### config.mk
export PLATFORM = sky130hd
export DESIGN_NAME = instr_sequencer
export DESIGN_NICKNAME = d
export VERILOG_FILES = /design/src/rtl/instr_sequencer_pkg.sv /design/src/rtl/instr_sequencer_prog_mem.sv /design/src/rtl/instr_sequencer.sv
export SDC_FILE = /design/constraint.sdc
export NUM_CORES = 1
export LEC_CHECK = 0
export CORE_MARGIN = 2
export CORE_UTILIZATION = 54
export CTS_CLUSTER_DIAMETER = 150
export DETAILED_ROUTE_END_ITERATION = 6
export GPL_TIMING_DRIVEN = 0
export PLACE_DENSITY = 0.73
export SLEW_MARGIN = 15
export SYNTH_ARGS = -nofsm -noshare
export SYNTH_HDL_FRONTEND = slang
export SYNTH_SLANG_ARGS = --single-unit
export TNS_END_PERCENT = 30
### constraint.sdc
create_clock -name clk -period 2.7 [get_ports clk]
set_input_delay 0.81 -clock clk [delete_from_list [all_inputs] [get_ports clk]]
set_output_delay 0.81 -clock clk [all_outputs]
set_load 0.02 [all_outputs]
### src/rtl/instr_sequencer_pkg.sv
// Shared definitions for the l3 instruction sequencer:
// opcodes, instruction field layout, default timing and FSM states.
package instr_sequencer_pkg;

  localparam int IW          = 11;
  localparam int DEPTH_DEF   = 16;
  localparam int AW_DEF      = 4;
  localparam int HOLD_LD_DEF = 3;
  localparam int HOLD_OP_DEF = 5;
  localparam int GAP_DEF     = 1;

  localparam logic [2:0] OP_LOAD = 3'b000;
  localparam logic [2:0] OP_MOV  = 3'b001;
  localparam logic [2:0] OP_SUB  = 3'b010;
  localparam logic [2:0] OP_ADD  = 3'b011;
  localparam logic [2:0] OP_DISP = 3'b100;
  localparam logic [2:0] OP_SUBI = 3'b110;
  localparam logic [2:0] OP_ADDI = 3'b111;

  // Field positions within instr[0:10]; bit 0 is the opcode MSB
  localparam int F_OP_HI  = 0;
  localparam int F_OP_LO  = 2;
  localparam int F_RX_HI  = 3;
  localparam int F_RX_LO  = 4;
  localparam int F_RY_HI  = 5;
  localparam int F_RY_LO  = 6;
  localparam int F_IMM_HI = 7;
  localparam int F_IMM_LO = 10;

  typedef logic [0:IW-1] word_t;

  localparam logic [1:0] S_IDLE  = 2'd0;
  localparam logic [1:0] S_ISSUE = 2'd1;
  localparam logic [1:0] S_GAP   = 2'd2;
  localparam logic [1:0] S_DONE  = 2'd3;

  function automatic logic is_load(input word_t w);
    return w[F_OP_HI:F_OP_LO] == OP_LOAD;
  endfunction

endpackage

### src/rtl/instr_sequencer_prog_mem.sv
// Program store: DEPTH x 11 words, synchronous write,
// asynchronous read. Not cleared by reset.
module prog_mem
  import instr_sequencer_pkg::*;
#(
  parameter int DEPTH = DEPTH_DEF,
  parameter int AW    = AW_DEF
) (
  input  logic          clk,
  input  logic          we,
  input  logic [AW-1:0] waddr,
  input  word_t         wdata,
  input  logic [AW-1:0] raddr,
  output word_t         rdata
);

  word_t mem [DEPTH];

  always_ff @(posedge clk) begin
    if (we) mem[waddr] <= wdata;
  end

  assign rdata = mem[raddr];

endmodule

### src/rtl/instr_sequencer.sv
// Issues the stored program to l3_SM as instr/exec pulses
// with per-opcode hold windows and idle gaps.
module instr_sequencer
  import instr_sequencer_pkg::*;
#(
  parameter int DEPTH   = DEPTH_DEF,
  parameter int AW      = AW_DEF,
  parameter int HOLD_LD = HOLD_LD_DEF,
  parameter int HOLD_OP = HOLD_OP_DEF,
  parameter int GAP     = GAP_DEF
) (
  input  logic          clk,
  input  logic          rst,
  input  logic          prog_we,
  input  logic [AW-1:0] prog_addr,
  input  logic [0:10]   prog_data,
  input  logic [AW:0]   prog_len,
  input  logic          start,
  input  logic          abort,
  output logic [0:10]   instr,
  output logic          exec,
  output logic [AW-1:0] pc,
  output logic          busy,
  output logic          done
);

  localparam int HMAX = (HOLD_LD > HOLD_OP) ? HOLD_LD : HOLD_OP;
  localparam int CMAX = (HMAX > GAP) ? HMAX : GAP;
  localparam int CW   = $clog2(CMAX + 1);

  logic [1:0]    state;
  logic [CW-1:0] cnt;
  logic [AW:0]   len_q;
  logic [AW:0]   len_sat;
  logic [AW-1:0] rd_addr;
  logic          mem_we;
  logic          last;
  word_t         rd_word;
  word_t         next_word;

  function automatic logic [CW-1:0] hold_cnt(input word_t w);
    return is_load(w) ? CW'(HOLD_LD - 1) : CW'(HOLD_OP - 1);
  endfunction

  assign mem_we  = prog_we & ~busy;
  assign rd_addr = (state == S_GAP) ? pc + 1'b1 : '0;
  assign len_sat = (prog_len > (AW+1)'(DEPTH)) ?
                   (AW+1)'(DEPTH) : prog_len;
  assign last    = ({1'b0, pc} == len_q - 1'b1);

  // A write landing with start must be seen by the first issue
  assign next_word = (mem_we && prog_addr == rd_addr) ?
                     prog_data : rd_word;

  prog_mem #(
    .DEPTH (DEPTH),
    .AW    (AW)
  ) u_mem (
    .clk   (clk),
    .we    (mem_we),
    .waddr (prog_addr),
    .wdata (prog_data),
    .raddr (rd_addr),
    .rdata (rd_word)
  );

  always_ff @(posedge clk) begin
    if (rst) begin
      state <= S_IDLE;
      cnt   <= '0;
      len_q <= '0;
      instr <= '0;
      exec  <= 1'b0;
      pc    <= '0;
      busy  <= 1'b0;
      done  <= 1'b0;
    end else if (abort) begin
      state <= S_IDLE;
      exec  <= 1'b0;
      pc    <= '0;
      busy  <= 1'b0;
      done  <= 1'b0;
    end else begin
      unique case (state)
        S_IDLE, S_DONE: begin
          if (start) begin
            len_q <= len_sat;
            pc    <= '0;
            if (len_sat != '0) begin
              state <= S_ISSUE;
              instr <= next_word;
              exec  <= 1'b1;
              busy  <= 1'b1;
              done  <= 1'b0;
              cnt   <= hold_cnt(next_word);
            end else begin
              state <= S_DONE;
              done  <= 1'b1;
            end
          end
        end
        S_ISSUE: begin
          if (cnt == '0) begin
            state <= S_GAP;
            exec  <= 1'b0;
            cnt   <= CW'(GAP - 1);
          end else begin
            cnt <= cnt - 1'b1;
          end
        end
        S_GAP: begin
          if (cnt != '0) begin
            cnt <= cnt - 1'b1;
          end else if (last) begin
            state <= S_DONE;
            busy  <= 1'b0;
            done  <= 1'b1;
          end else begin
            state <= S_ISSUE;
            pc    <= pc + 1'b1;
            instr <= next_word;
            exec  <= 1'b1;
            cnt   <= hold_cnt(next_word);
          end
        end
        default: state <= S_IDLE;
      endcase
    end
  end

endmodule
# Word-level counts from Yosys, hierarchy flattened
# Memories as Yosys holds them, arrays and structs flattened.
# Index checks and enable logic that the tools add are counted.
dict set report classes {
  n_eq_ne 12
  n_shift 0
  div_mod_pow 0
  n_addsub 3
  mux 41
  n_reduce_logical 17
  n_lt_le_gt_ge 1
  n_bitwise 3
  multipliers 0
}
# cell n
set ops {}
lappend ops {{$mux W11} 5}
lappend ops {{$pmux W11 S2} 1}
lappend ops {{$mux W3} 6}
lappend ops {{$mux W4} 4}
lappend ops {{$mux W1} 13}
lappend ops {{$ne A2 B2 Y1 const B} 6}
lappend ops {{$reduce_and A4 Y1} 3}
lappend ops {{$mux W2} 5}
lappend ops {{$reduce_and A5 Y1} 2}
lappend ops {{$pmux W3 S3} 1}
lappend ops {{$pmux W4 S2} 1}
lappend ops {{$logic_not A3 Y1} 2}
lappend ops {{$pmux W2 S3} 1}
lappend ops {{$reduce_and A3 Y1} 2}
lappend ops {{$reduce_and A6 Y1} 1}
lappend ops {{$eq A4 B5 Y1} 1}
lappend ops {{$gt A5 B5 Y1 const B} 1}
lappend ops {{$mux W5} 1}
lappend ops {{$reduce_bool A5 Y1} 1}
lappend ops {{$sub A5 B1 Y5 const B} 1}
lappend ops {{$add A4 B1 Y4 const B} 1}
lappend ops {{$eq A2 B2 Y1 const B} 2}
lappend ops {{$eq A4 B4 Y1} 1}
lappend ops {{$pmux W1 S2} 2}
lappend ops {{other kinds (11)} 13}
dict set report totals {
  wordCells 86
  inputBits 25
  ram_bits 176
  romBits 0
  out_inout_bits 18
  memories 1
  latchBits 0
  ff_bits 28
}
# memory depth width rd rd_ports_with_merged_regs write_ports line_no
set mem_list {}
lappend mem_list {u_mem.mem 16 11 1 0 1 instr_sequencer_prog_mem.sv:17} ;# word_t mem [DEPTH];

# Longest topological paths before layout
# Gate-level depths: netlist of the first run.
dict set report depth {
  word_depth 10
  depth_mapped 12
  depth_no_buf 9
}

# Hierarchy
# A second synthesis of the first run with hierarchy kept.
dict set report unflattened {
  cells_unflattened 494
  hier_area_um2 8524.4
}
# mod instances cells_per_inst seq_area_each_um2 area_per_inst_um2
set by_module_without_submodules {}
lappend by_module_without_submodules {prog_mem 1 294 5285.1 6777.8}
lappend by_module_without_submodules {instr_sequencer 1 200 560.5 1746.7}

# Worst setup path after synthesis of the first run
# No wires, ideal clock.
dict set report synth_path {
  path_type {input port to flip-flop}
  startpoint {input port prog_we}
  endpoint {memory u_mem.mem[0][0] (netlist bit), enable pin}
  setup_time_ns 0.393
  path_buffers 0
  required_ns 2.307
  arrival_time_ns 2.342
  path_slack_ns -0.035
  path_stages 3
  path_cell_list {nor2b_1 -> or3b_2 -> nor3_1}
}
dict set report synth_via {
  elab_chain_cells 3
}
# item line_no
set synth_lines {}
lappend synth_lines {{start, declared} instr_sequencer.sv:14} ;# input logic prog_we,
lappend synth_lines {{$and A1 B1 Y1} instr_sequencer.sv:45} ;# assign mem_we = prog_we & ~busy;
lappend synth_lines {{$mux W1} instr_sequencer_prog_mem.sv:20} ;# if (we) mem[waddr] <= wdata;
lappend synth_lines {{$mux W1 (implied by the code)} instr_sequencer_prog_mem.sv:20}
lappend synth_lines {{end, declared} instr_sequencer_prog_mem.sv:17}
# Every way passes these cells.

# Worst setup path after layout of the first run
dict set report layout_path {
  startpoint {register pc[1]}
  endpoint {register cnt[1]}
}
dict set report layout_via {
  elab_chain_cells 10
  elab_cells_between_ends 16
  classes_between {1 x add/sub; 3 x eq/ne; 8 x mux; 3 x reduce/logical; 1 x memory}
}
# item line_no
set layout_lines {}
lappend layout_lines {{start, declared} instr_sequencer.sv:22} ;# output logic [AW-1:0] pc,
lappend layout_lines {{start signal, assigned} instr_sequencer.sv:120} ;# pc <= pc + 1'b1;
lappend layout_lines {{parallel branches: the longest is 10 deep, another holds $mem_v2 Z16 W11} --}
lappend layout_lines {{end signal, assigned} instr_sequencer.sv:95} ;# cnt <= hold_cnt(next_word);
lappend layout_lines {{end signal, assigned} instr_sequencer.sv:113} ;# cnt <= cnt - 1'b1;
lappend layout_lines {{end signal, assigned} instr_sequencer.sv:123} ;# cnt <= hold_cnt(next_word);
lappend layout_lines {{end, declared} instr_sequencer.sv:32} ;# logic [CW-1:0] cnt;
# Parallel ways; which one is timed is not known. The select of a mux whose other input is x is not followed.
# A chain may end at the register's enable or synchronous reset.

==> reports/metrics.cfg, run 1 <==
[clock_tree]
cts.reportedPaths.clkPinSlew_ns = 0.06
insertion_delay_ns = 0.49
htreeDepth = 1
clock-sinks = 204
clk_root_buffer_cell = clkbuf_16
cts_made_buffers = 21
clockBufferDepth = 3
tritoncts = done

[detailed_routing]
route.detailed.drc = 0
drt-total-wl_um = 20000
postRouteAntennaNets = 0
num_vias = 5539
wire_per_inst_um = 22.6
viasPerCell = 6.26
first_iter_violations = 576
drt-pass1-iter-count = 7

[synthesis]
synth.distinct_cells = 61
ys_warn_count = 0
avgSynthCellArea_um2 = 14.7
synth_top_area_share_pct = 61.2
ys.flop_type = edfxtp_1
netlist_instances = 586
ys_ff_latch = 204
synth-edff-count = 176
yosysSeqAreaShare_pct = 67.7
syn_nets = 618
post-synth-top-area-cell = edfxtp_1
synth.area.top_cells = edfxtp_1, dfxtp_1, mux4_2
synth_async_sr_flop_share_pct = 0
syn-cell-area_um2 = 8640

[worst_setup_path]
r2r_setup_slack_ns = 0.07
worstPathRequired_ns = 3.09
start_kind = register
worstPathMaxFanout = 10
r2r-end = cnt[1]$_SDFFE_PP0P_
end_kind = register
reg2reg_depth = 9
r2r_start = pc[1]$_SDFFE_PP0P_
crit_type = register to register
crit_arrival_ns = 3.02

[power]
combPwrFrac_pct = 6.9
p_seq_share_pct = 51.4
switchingPower_mw = 1.45
pwr-share-clk_pct = 41.7
leakage_nw = 3.31
swShare_pct = 21.2
p_per_area_nw_per_um2 = 663
p_int_mw = 5.37
ir_drop_uv = 482
p_total_mw = 6.82

[min_path]
hold_path.class = register to register
whs_path_depth = 2
min_from = instr[2]$_SDFFE_PP0P_
min_delay_worst_endpoint = instr[2]$_SDFFE_PP0P_

[cells_and_area]
nets = 688
antenna_cells = 0
nFillCells = 1088
drive_above_1_share_pct = 20.5
syn_to_final_growth_pct = 19.0
post-route-util_pct = 65.2

[timing]
rsz0062_at_grt = true
worst_pin_slew_ns = 0.726
finClkSkew_ns = 0.0129
hold_viol = 0
fin_crit_sh_pct = 97.5
slew_headroom_pct = 51.5
fin_crit_ns = 2.63
setup_viol = 0
fmax_mhz = 380
setup_tns_ns = 0
drv_slew = 0

[global_routing]
grt_pass1_vias = 5293
antenna_found_initial = 1
grt_usage_pct = 23.3
grt_overflow = 0
grt_pass1_wl_um = 29800
grt_max_degree = 18

[floorplanning]
dieHeight_um = 130
die_w_um = 130
io_pins = 43
initial_core_util_pct = 54.8
rows = 46
dieArea_um2 = 17000
core_area_um2 = 15800

[placement]
numPortBuffers = 40
gp_congestion = 0.884
hpwl_um = 13200

[run]
max-cap-violations = 0

[outcome]
status = complete, no violations

==> layout by cell type (no fill, tap or decap), types with 8 or more instances in the layout <==
master | netlist | final
clkbuf_1 | 9 | 8
a22oi_1 | 8 | 8
edfxtp_1 | 176 | 176
a211oi_1 | 16 | 15
buf_4 | 2 | 10
dfxtp_1 | 28 | 25
o22ai_1 | 18 | 18
o211ai_1 | 11 | 11
a31oi_1 | 9 | 9
nor2_2 | 1 | 10
clkbuf_16 | 0 | 21
nand2_1 | 25 | 23
inv_1 | 10 | 10
o221ai_1 | 12 | 12
o21ai_0 | 23 | 22
nand3_1 | 14 | 13
mux2_2 | 8 | 8
nor2_1 | 42 | 30
a21oi_1 | 24 | 23
mux2i_1 | 20 | 19
mux4_2 | 18 | 18
clkdlybuf4s50_1 | 0 | 39
nand2b_1 | 10 | 10
==> stage by stage <==
stage	area, um^2	hold slack, ns	setup WS, ns	cells
4_1_cts	10100	0.472	-0.125	882
6_report	10300	0.469	0.0683	885
3_3_place_gp	9310	0.451	-1.08	842
5_1_grt	10300	0.488	-0.0595	885
3_5_place_dp	9360	0.455	-0.916	845
2_1_floorplan	8640	0.445	0.112	586
==> state kept, by name, indices dropped and copies added, names as in the netlist <==
register,cells
busy,1
cnt,3
done,1
exec,1
instr,11
len_q,5
pc,4
state,2
u_mem.mem,176
==> synthesized netlist by cell type, types with 3 or more instances <==
master,instances
mux2_2,8
a21oi_1,24
nor2b_1,8
o221ai_1,12
o21ai_0,23
xnor2_1,7
and3_1,3
o211ai_1,11
mux2i_1,20
edfxtp_1,176
nand3b_1,4
ha_1,7
nand3_1,14
nor3_1,6
nand2b_1,10
buf_2,14
nor3b_1,5
o22ai_1,18
a22oi_1,8
a31oi_1,9
clkbuf_1,9
o2bb2ai_1,5
a211oi_1,16
nand2_1,25
inv_1,10
mux4_2,18
nor2_1,42
buf_6,5
dfxtp_1,28
buf_1,3
==> routing by layer <==
metal	track usage, %	wire length (um)	up-vias
met5	0	13	-
met4	6.38	469	2
met3	4.48	1560	42
met2	39.8	9970	279
met1	31.1	8010	2773
li1	-	-	2443
==> worst max-delay path, stage by stage (launching register included) <==
cell and delay, ns:
dfxtp_2 0.35, ha_2 0.34, buf_4 0.21, buf_4 0.23, o22ai_1 0.12, a2111oi_1 0.56
a211o_1 0.19, mux2i_2 0.09, nor2b_4 0.18, a32o_2 0.24
==> worst max-delay path by stage <==
stage | from | endpoint | slack (ns) | depth (start not counted)
after floorplan | prog_len[2] | cnt[1]$_SDFFE_PP0P_ | 0.11 | 7
final | pc[1]$_SDFFE_PP0P_ | cnt[1]$_SDFFE_PP0P_ | 0.07 | 9
after global placement | prog_we | u_mem.mem[12][0]$_DFFE_PP_ | -1.08 | 4
after CTS | pc[1]$_SDFFE_PP0P_ | instr[10]$_SDFFE_PP0P_ | -0.13 | 9
after global routing | pc[1]$_SDFFE_PP0P_ | cnt[1]$_SDFFE_PP0P_ | -0.06 | 9
after detailed placement | prog_we | u_mem.mem[1][4]$_DFFE_PP_ | -0.92 | 4
==> final cells by class <==
cell class              instances  area (um^2)  share of cell area, %
repair buffers                 47          475                   4.63
clock buffers                  23          533                   5.18
plain buffers                  34          243                   2.36
well taps                     216          270                   2.63
inverters                      10         37.5                  0.365
clock inverters                13          134                   1.30
flip-flops and latches        204         5850                   56.9
multi-input cells             338         2740                   26.6
==> cell families (layout without fill, tap and decap cells) <==
| family | Yosys count | count (layout) | share of synthesized area [%] |
|---|---|---|---|
| simple gates | 134 | 134 | 8.10 |
| fa+ha+maj | 7 | 7 | 1.01 |
| mux | 47 | 47 | 8.21 |
| compound gates | 140 | 140 | 11.1 |
| buf+inv | 44 | 127 | 2.82 |
| xor+xnor | 10 | 10 | 1.10 |
| flops | 204 | 204 | 67.7 |
==> power groups by stage <==
stage	combinational [mW]	sequential (mW)	clock, mW
floorplan	0.234	3.59	0
global placement	0.421	3.57	0
detailed placement	0.437	3.57	0
CTS	0.447	3.50	2.85
global route	0.508	3.51	2.96
finish	0.474	3.50	2.84
==> what timing repair did <==
action	CTS	global route
gates resized for setup	17	46
pin swaps	1	4
hold buffers	0	0
endpoints found under the setup margin	151	73
buffers inserted	1	3
endpoints found under the hold margin	0	0
Power figures use the tool's default switching activity.
==> run 2: changes to the inputs <==
Settings changed: CTS_BUF_LIST set to sky130_fd_sc_hd__clkbuf_8 sky130_fd_sc_hd__clkbuf_16.
==> reports/metrics.cfg, run 2 (synthesis results as in run 1) <==
[cells_and_area]
reg.largest.list = u_mem.mem: 176 flops, instr: 11 flops, len_q: 5 flops
finish.instance_area_um2 = 10300
drive_above_1_share_pct = 20.5
largest_reg_flops = 176
antenna_cells = 0
top_register = u_mem.mem
final_cell_mix = edfxtp_1, clkdlybuf4s50_1, nor2_1
nFillCells = 1088
syn_to_final_growth_pct = 19.0
nets = 688
mostFrequentLayoutCell = edfxtp_1

[power]
p_per_area_nw_per_um2 = 662
ir_drop_uv = 482
leakage_nw = 3.32

[detailed_routing]
drt-pass1-iter-count = 7
viasPerCell = 6.24
postRouteAntennaNets = 0
wire_per_inst_um = 22.6
route.detailed.drc = 0
first_iter_violations = 578
drt-total-wl_um = 20000
num_vias = 5519

[placement]
hpwl_um = 13200
numPortBuffers = 40
dpl_cell_area_um2 = 9360
gp_congestion = 0.884

[clock_tree]
htreeDepth = 1
clockBufferDepth = 3
clock-sinks = 204
insertion_delay_ns = 0.49
tritoncts = done
cts_made_buffers = 21
cts.reportedPaths.clkPinSlew_ns = 0.06
clk_root_buffer_cell = clkbuf_16
cts_hold_buffers = 0

[floorplanning]
core_area_um2 = 15800
rows = 46
dieHeight_um = 130
initial_core_util_pct = 54.8
die_w_um = 130
io_pins = 43
dieArea_um2 = 17000

[timing]
hold_viol = 0
fin_crit_sh_pct = 97.5
rsz0062_at_grt = true
fmax_mhz = 380
slew_headroom_pct = 51.4
fin_crit_ns = 2.63
setup_viol = 0
setup_tns_ns = 0
holdWs_ns = 0.469
drv_slew = 0
worst_pin_slew_ns = 0.728
finClkSkew_ns = 0.0119

[worst_setup_path]
crit_type = register to register
end_kind = register
worstPathMaxFanout = 10
crit_arrival_ns = 3.02
start_kind = register
worstPathRequired_ns = 3.09

[global_routing]
grt_pass1_vias = 5293
grt_pass1_wl_um = 29800
grt_util_met3_pct = 4.48
top_usage_layer = met2
met1_usage_pct = 31.1
grt_max_degree = 18
antenna_found_initial = 1
grt_usage_pct = 23.3
grt_overflow = 0
met2_usage_pct = 39.8

[min_path]
hold_path.class = register to register

[outcome]
status = complete, no violations

[run]
max-cap-violations = 0

[run 2: cell count changes in the layout (fill, tap and decap cells not counted)]
cell	change
clkbuf_1	-2
inv_1	+2
[run 2: cell type report]
type | instances | area (um^2) | area share, %
flip-flops and latches | 204 | 5850 | 56.9
multi-input cells | 338 | 2740 | 26.6
clock buffers | 21 | 526 | 5.11
repair buffers | 47 | 475 | 4.63
well taps | 216 | 270 | 2.63
plain buffers | 34 | 243 | 2.36
clock inverters | 15 | 141 | 1.38
inverters | 10 | 37.5 | 0.365
[run 2: worst max-delay path, cell delays in order (launching register included)]
cell	delay, ns
dfxtp_2	0.35
ha_2	0.34
buf_4	0.21
buf_4	0.23
o22ai_1	0.12
a2111oi_1	0.56
a211o_1	0.19
mux2i_2	0.09
nor2b_4	0.18
a32o_2	0.24
[run 2: metrics by stage]
step / setup slack, ns / cells / power, mW / util, %
final: 0.0673 / 885 / 6.81 / 65.2
after global placement: -1.08 / 842 / 3.99 / 59.1
after global routing: -0.0595 / 885 / 6.97 / 65.2
after detailed placement: -0.916 / 845 / 4.01 / 59.4
after floorplan: 0.112 / 586 / 3.82 / -
after CTS: -0.125 / 882 / 6.79 / 64.0
[run 2: final timing paths]
| kind | startpoint | endpoint | slack, ns | depth (start not counted) |
|---|---|---|---|---|
| hold / removal | instr[2]$_SDFFE_PP0P_ | instr[2]$_SDFFE_PP0P_ | 0.47 | 2 |
| hold reg to reg | instr[2]$_SDFFE_PP0P_ | instr[2]$_SDFFE_PP0P_ | 0.47 | 2 |
| setup reg to reg | pc[1]$_SDFFE_PP0P_ | cnt[1]$_SDFFE_PP0P_ | 0.07 | 9 |
| setup / recovery | pc[1]$_SDFFE_PP0P_ | cnt[1]$_SDFFE_PP0P_ | 0.07 | 9 |
[run 2: layer usage]
metal / part of all wire [%] / vias to the layer above
li1: - / 2441
met1: 40 / 2764
met2: 50 / 269
met3: 7.8 / 43
met4: 2.4 / 2
met5: 0.065 / -
[run 2: power by group]
group | switching, mW | internal [mW]
sequential | 0.0248 | 3.48
clock | 1.14 | 1.69
combinational | 0.282 | 0.191
[run 2: timing repair]
action / in CTS / in global routing
setup buffers: 1 / 3
endpoints found under the setup margin: 151 / 73
resized for setup: 17 / 46
pin swaps: 1 / 4
